==> src/rtl/serial_comparator.sv <==
// ---------------------------------------------------------------------------
// serial_comparator
//
// Multi-cycle magnitude comparator for WIDTH-bit operands. Operands are
// captured on an accepted start and scanned MSB-first, one bit per clock.
// The first differing bit decides the result. The result is published as
// one-hot lt/eq/gt flags, which hold until the next completion.
//
// Parameters:
//   WIDTH      operand width, 2..64 (default 8)
//
// Ports:
//   clk        rising-edge clock
//   rst_n      asynchronous active-low reset
//   start      request, sampled only when busy=0
//   is_signed  1 = two's-complement compare, 0 = unsigned (captured with start)
//   a, b       operands (captured with start)
//   busy       high while bits are being scanned
//   done       one-cycle pulse when a result is written
//   lt/eq/gt   one-hot result flags: A<B, A==B, A>B
//
// Configuration macro:
//   SERIAL_CMP_EARLY_EXIT_EN  when defined, the scan also ends on the edge
//                             that finds the first differing bit. Results
//                             are unchanged; only latency shrinks.
// ---------------------------------------------------------------------------
module serial_comparator #(
    parameter int WIDTH = 8
) (
    input  logic             clk,
    input  logic             rst_n,
    input  logic             start,
    input  logic             is_signed,
    input  logic [WIDTH-1:0] a,
    input  logic [WIDTH-1:0] b,
    output logic             busy,
    output logic             done,
    output logic             lt,
    output logic             eq,
    output logic             gt
);

    localparam int IW = $clog2(WIDTH);

    typedef enum logic [1:0] {
        IDLE,
        RUN,
        DONE
    } state_t;

    state_t           state_q;
    logic [WIDTH-1:0] a_q;
    logic [WIDTH-1:0] b_q;
    logic             signed_q;
    logic [IW-1:0]    idx_q;
    logic             decided_q;
    logic             less_q;
    logic             busy_q;
    logic             done_q;
    logic             lt_q;
    logic             eq_q;
    logic             gt_q;

    logic             decided_d;
    logic             less_d;
    logic             bitDiff;
    logic             signBit;
    logic             newLess;
    logic             firstHit;
    logic             scanEnd;

    // Evaluate the bit currently under examination.
    // In a signed compare, the MSB is the sign bit. There, a 1 marks the
    // smaller operand. At every other position, a 1 marks the larger one.
    // Once a decision is recorded, lower bits can no longer change it.
    always_comb begin
        bitDiff   = a_q[idx_q] ^ b_q[idx_q];
        signBit   = signed_q && (idx_q == IW'(WIDTH - 1));
        newLess   = signBit ? a_q[idx_q] : b_q[idx_q];
        firstHit  = bitDiff && !decided_q;
        decided_d = decided_q | bitDiff;
        less_d    = firstHit ? newLess : less_q;
`ifdef SERIAL_CMP_EARLY_EXIT_EN
        scanEnd   = (idx_q == '0) || firstHit;
`else
        scanEnd   = (idx_q == '0);
`endif
    end

    // Control FSM with registered handshake outputs and result flags.
    // An accepted start in DONE goes straight back into RUN. This gives
    // back-to-back operation with no idle cycle between results.
    always_ff @(posedge clk or negedge rst_n) begin
        if (!rst_n) begin
            state_q   <= IDLE;
            a_q       <= '0;
            b_q       <= '0;
            signed_q  <= 1'b0;
            idx_q     <= '0;
            decided_q <= 1'b0;
            less_q    <= 1'b0;
            busy_q    <= 1'b0;
            done_q    <= 1'b0;
            lt_q      <= 1'b0;
            eq_q      <= 1'b0;
            gt_q      <= 1'b0;
        end else begin
            case (state_q)
                IDLE, DONE: begin
                    done_q <= 1'b0;
                    if (start) begin
                        a_q       <= a;
                        b_q       <= b;
                        signed_q  <= is_signed;
                        idx_q     <= IW'(WIDTH - 1);
                        decided_q <= 1'b0;
                        less_q    <= 1'b0;
                        busy_q    <= 1'b1;
                        state_q   <= RUN;
                    end else begin
                        state_q   <= IDLE;
                    end
                end
                RUN: begin
                    idx_q     <= idx_q - IW'(1);
                    decided_q <= decided_d;
                    less_q    <= less_d;
                    if (scanEnd) begin
                        lt_q    <= decided_d && less_d;
                        gt_q    <= decided_d && !less_d;
                        eq_q    <= !decided_d;
                        busy_q  <= 1'b0;
                        done_q  <= 1'b1;
                        state_q <= DONE;
                    end
                end
                default: begin
                    busy_q  <= 1'b0;
                    done_q  <= 1'b0;
                    state_q <= IDLE;
                end
            endcase
        end
    end

    assign busy = busy_q;
    assign done = done_q;
    assign lt   = lt_q;
    assign eq   = eq_q;
    assign gt   = gt_q;

endmodule

==> config.mk <==
export PLATFORM = sky130hd
export DESIGN_NAME = serial_comparator
export DESIGN_NICKNAME = d
export VERILOG_FILES = /design/src/rtl/serial_comparator.sv
export SDC_FILE = /design/constraint.sdc
export NUM_CORES = 1
export LEC_CHECK = 0
export ABC_AREA = 1
export CAP_MARGIN = 20
export CELL_PAD_IN_SITES_DETAIL_PLACEMENT = 1
export CELL_PAD_IN_SITES_GLOBAL_PLACEMENT = 2
export CORE_ASPECT_RATIO = 2
export CORE_MARGIN = 2
export CORE_UTILIZATION = 33
export CTS_CLUSTER_DIAMETER = 80
export DETAILED_ROUTE_END_ITERATION = 8
export PLACE_DENSITY = 0.92
export RECOVER_POWER = 100
export SYNTH_ARGS = -nofsm -noshare
export SYNTH_HDL_FRONTEND = slang
export SYNTH_SLANG_ARGS = --single-unit
==> constraint.sdc <==
create_clock -name clk -period 3.08 [get_ports clk]
set_clock_uncertainty 0.2 [all_clocks]
set_input_delay 0.616 -clock clk [delete_from_list [all_inputs] [get_ports clk]]
set_output_delay 0.616 -clock clk [all_outputs]
set_load 0.1 [all_outputs]
==> impl_results.md <==
- Status: complete, no violations
- First-pass GRT wire length: approximately 6000 µm
- Slew headroom: 21.92%
- Root Driver: clkbuf_8
- Yosys reg bits: 29
- Multiplexer share of the synthesized area: 0%
- CTS sink count: 29
- Critical Setup Path Class: reg2out
- Crit-path leading delay family: buffers and inverters
- Worst Path Max Fanout: 2
- Fillers: 585
- Synthesis Warnings: 0
- Compound-gate portion of the synthesized area: about 7.2%
- Die Y: approximately 100 µm
- H-tree levels: 2
- Worst Tran Pin Value: approximately 1.2 ns
- Sequential cell area: approximately 730 µm²
- Nets: 240
- Multi-input combinational cell area: roughly 670 µm²
- Area grow syn2layout: 22.48%
- Routed WL per cell: roughly 12 µm
- Deepest clock path buffer count: 2
- Simple-gate share of the synthesized area: about a third
- Port Buffers: 24
- Mapped cell area: between 0.0015 and 0.002 mm²
- Final setup fails: 0
- Peak supply drop: roughly 0.00050 V
- Worst min path class: reg2reg
- Fmax: 0.4309 GHz
- Sum Neg Setup Slack: 0 ns
- Gr usage total: 15.31%
- Fin. max-slew vios: 0
- Drt drc: 0
- Post-Synthesis Cells: 190
- CTS tree: yes
- Starting DRT DRC Count: 9
- CTS clk-pin slew, worst paths: approximately 0.060 ns
- Vias per std cell: about 4.7
- Final Hold Fails: 0
- Setup repair bufs after CTS: 0
- Vias in the first global route: roughly 1400
- Mapped Nets: between 200 and 250
- Critical Path AT: approximately 1.5 ns
- Antenna violations before repair: 0
- Max Cap Viol: 0
- Main combinational cell family by area after synthesis: simple AND/OR/NAND/NOR gates
- Yosys cell types: 22
- Tmin final: ~2.3 ns
- Mapped Avg Cell Area: about 8.2 µm²
- Site Rows: 35
- Crit path buffers/inverters: 1
- Post-layout util: a little over two fifths
- CTS resizes: 0
- CP max stage delay: a little under 0.9 ns
- Initial Utilization: 34.09%
- Crit-path cells: clkbuf_1
- Crit path capture type: output pin
- Placer Congestion: between 0.7 and 0.8
- Critical path required time: about 2.3 ns
- Synth Area in Adders: under 10%
- Unrepaired setup endpoints after global routing: no
- Die area: approximately 0.0053 mm²
- Pre-Repair DR Iteration Count: 4
- Final WL: roughly 3300 µm
- Slowest library cell on the worst path: clkbuf_1
- Placeable Area: 0.004554 mm²
- Ports: 25
- XOR/XNOR Fraction of Synth Area: 0%
- Fraction of layout cells with a size suffix above 1: 16.06%
- Pleak: roughly 0.96 nW
- Die width: ~53 µm
- Clk_lat worst skew: 0.28 ns
- # diodes: 0
- Total gr overflow: 0
- Post-synthesis sequential area ratio: 46.74%
- Pwr dens: 1184 mW/mm²
- Via count: between 1000 and 1500
- Dpl hpwl: 2540 µm
- Crit share post-route: 75.34%
- Largest net degree at the start of global routing: 31
- Worst setup SP type: flop
- Post-route ant nets: 0
- CTS Buf Count: 5
- Hold buffers post-CTS: 0
cells in the final DEF (no fill, tap or decap), types with 2 or more instances in the layout:
cell             instances
a21oi_1                  3
clkbuf_1                 7
clkbuf_8                 6
clkdlybuf4s50_1         18
clkinv_1                 2
dfrtp_1                 29
ha_1                     3
inv_1                   21
nand2_1                 66
nand2_2                 12
nand2_4                  3
nand3_1                  8
nand3_2                  9
nor2_1                   6
o21ai_0                 17
cell type report:
| type | count | share of cell area [%] |
|---|---|---|
| Tap cell | 55 | 3.618 |
| Inverter | 25 | 5.197 |
| Clock buffer | 7 | 4.539 |
| Multi-Input combinational cell | 130 | 35.33 |
| Clock inverter | 1 | 1.579 |
| Sequential cell | 29 | 38.16 |
| Timing Repair Buffer | 26 | 11.58 |
cells in the mapped netlist:
cell	number	area share (%)
a21oi_1	2	0.64
a21oi_2	1	0.56
a22oi_1	1	0.48
buf_12	1	1.3
buf_4	1	0.48
buf_6	1	0.73
clkbuf_1	3	0.73
clkinv_1	1	0.24
dfrtp_1	29	47
ha_1	3	2.4
inv_1	21	5.1
inv_2	2	0.48
inv_6	1	0.56
nand2_1	65	16
nand2_2	13	5.2
nand2_4	3	2.2
nand3_1	8	2.6
nand3_2	9	5.8
nor2_1	6	1.5
nor2_4	1	0.73
o21ai_0	17	5.5
or2_0	1	0.40
power by group:
part | switching (mW) | internal (mW)
clock | 0.144 | 0.263
sequential | 0.129 | 0.560
combinational | 0.814 | 0.341
total | 1.09 | 1.16
per-stage QoR:
stage | power, mW | setup slack, ns | hold WS, ns | instances | cell area (µm²)
final | 2.252 | 0.7594 | 0.2813 | 273 | 1902
after detailed placement | 1.915 | 0.8507 | 0.2709 | 265 | 1814
after floorplan | 1.688 | 1.366 | 0.1204 | 190 | 1553
after global placement | 1.883 | 0.9289 | 0.2633 | 265 | 1814
after CTS | 2.340 | 1.142 | 0.2881 | 273 | 1931
after global routing | 2.475 | 0.5370 | 0.3180 | 273 | 1902
kinds of logic (layout without fill, tap and decap cells):
group           Yosys count  after routing
compound gates           21             21
fa+ha+maj                 3              3
buf+inv                  31             59
flops                    29             29
simple gates            106            106
final timing paths:
| check | startpoint | endpoint | slack, ns | cells past startpoint |
|---|---|---|---|---|
| min | gt$_DFFE_PN0P_ | gt$_DFFE_PN0P_ | 0.28 | 2 |
| min reg2reg | gt$_DFFE_PN0P_ | gt$_DFFE_PN0P_ | 0.28 | 2 |
| max in group asynchronous | rst_n | signed_q$_DFFE_PN0P_ | 1.80 | 2 |
| max | done$_DFFE_PN0P_ | done | 0.76 | 1 |
| max reg2reg | idx_q[0]$_DFFE_PN0P_ | gt$_DFFE_PN0P_ | 1.06 | 8 |
| min in group asynchronous | rst_n | b_q[3]$_DFFE_PN0P_ | 0.59 | 2 |
registers in the layout (all words and copies together), names as in the netlist:
| register | flops |
|---|---|
| lt | 1 |
| signed_q | 1 |
| state_q | 2 |
| a_q | 8 |
| b_q | 8 |
| idx_q | 3 |
| gt | 1 |
| done | 1 |
| busy | 1 |
| decided_q | 1 |
| less_q | 1 |
| eq | 1 |
layer usage:
layer | global-route usage (%) | wire, µm
met1 | 14.45 | 1163
met5 | 0 | 0
met4 | 8.284 | 76
met2 | 29.13 | 1966
met3 | 2.671 | 80
No activity file was read; power rests on OpenSTA's default activity.
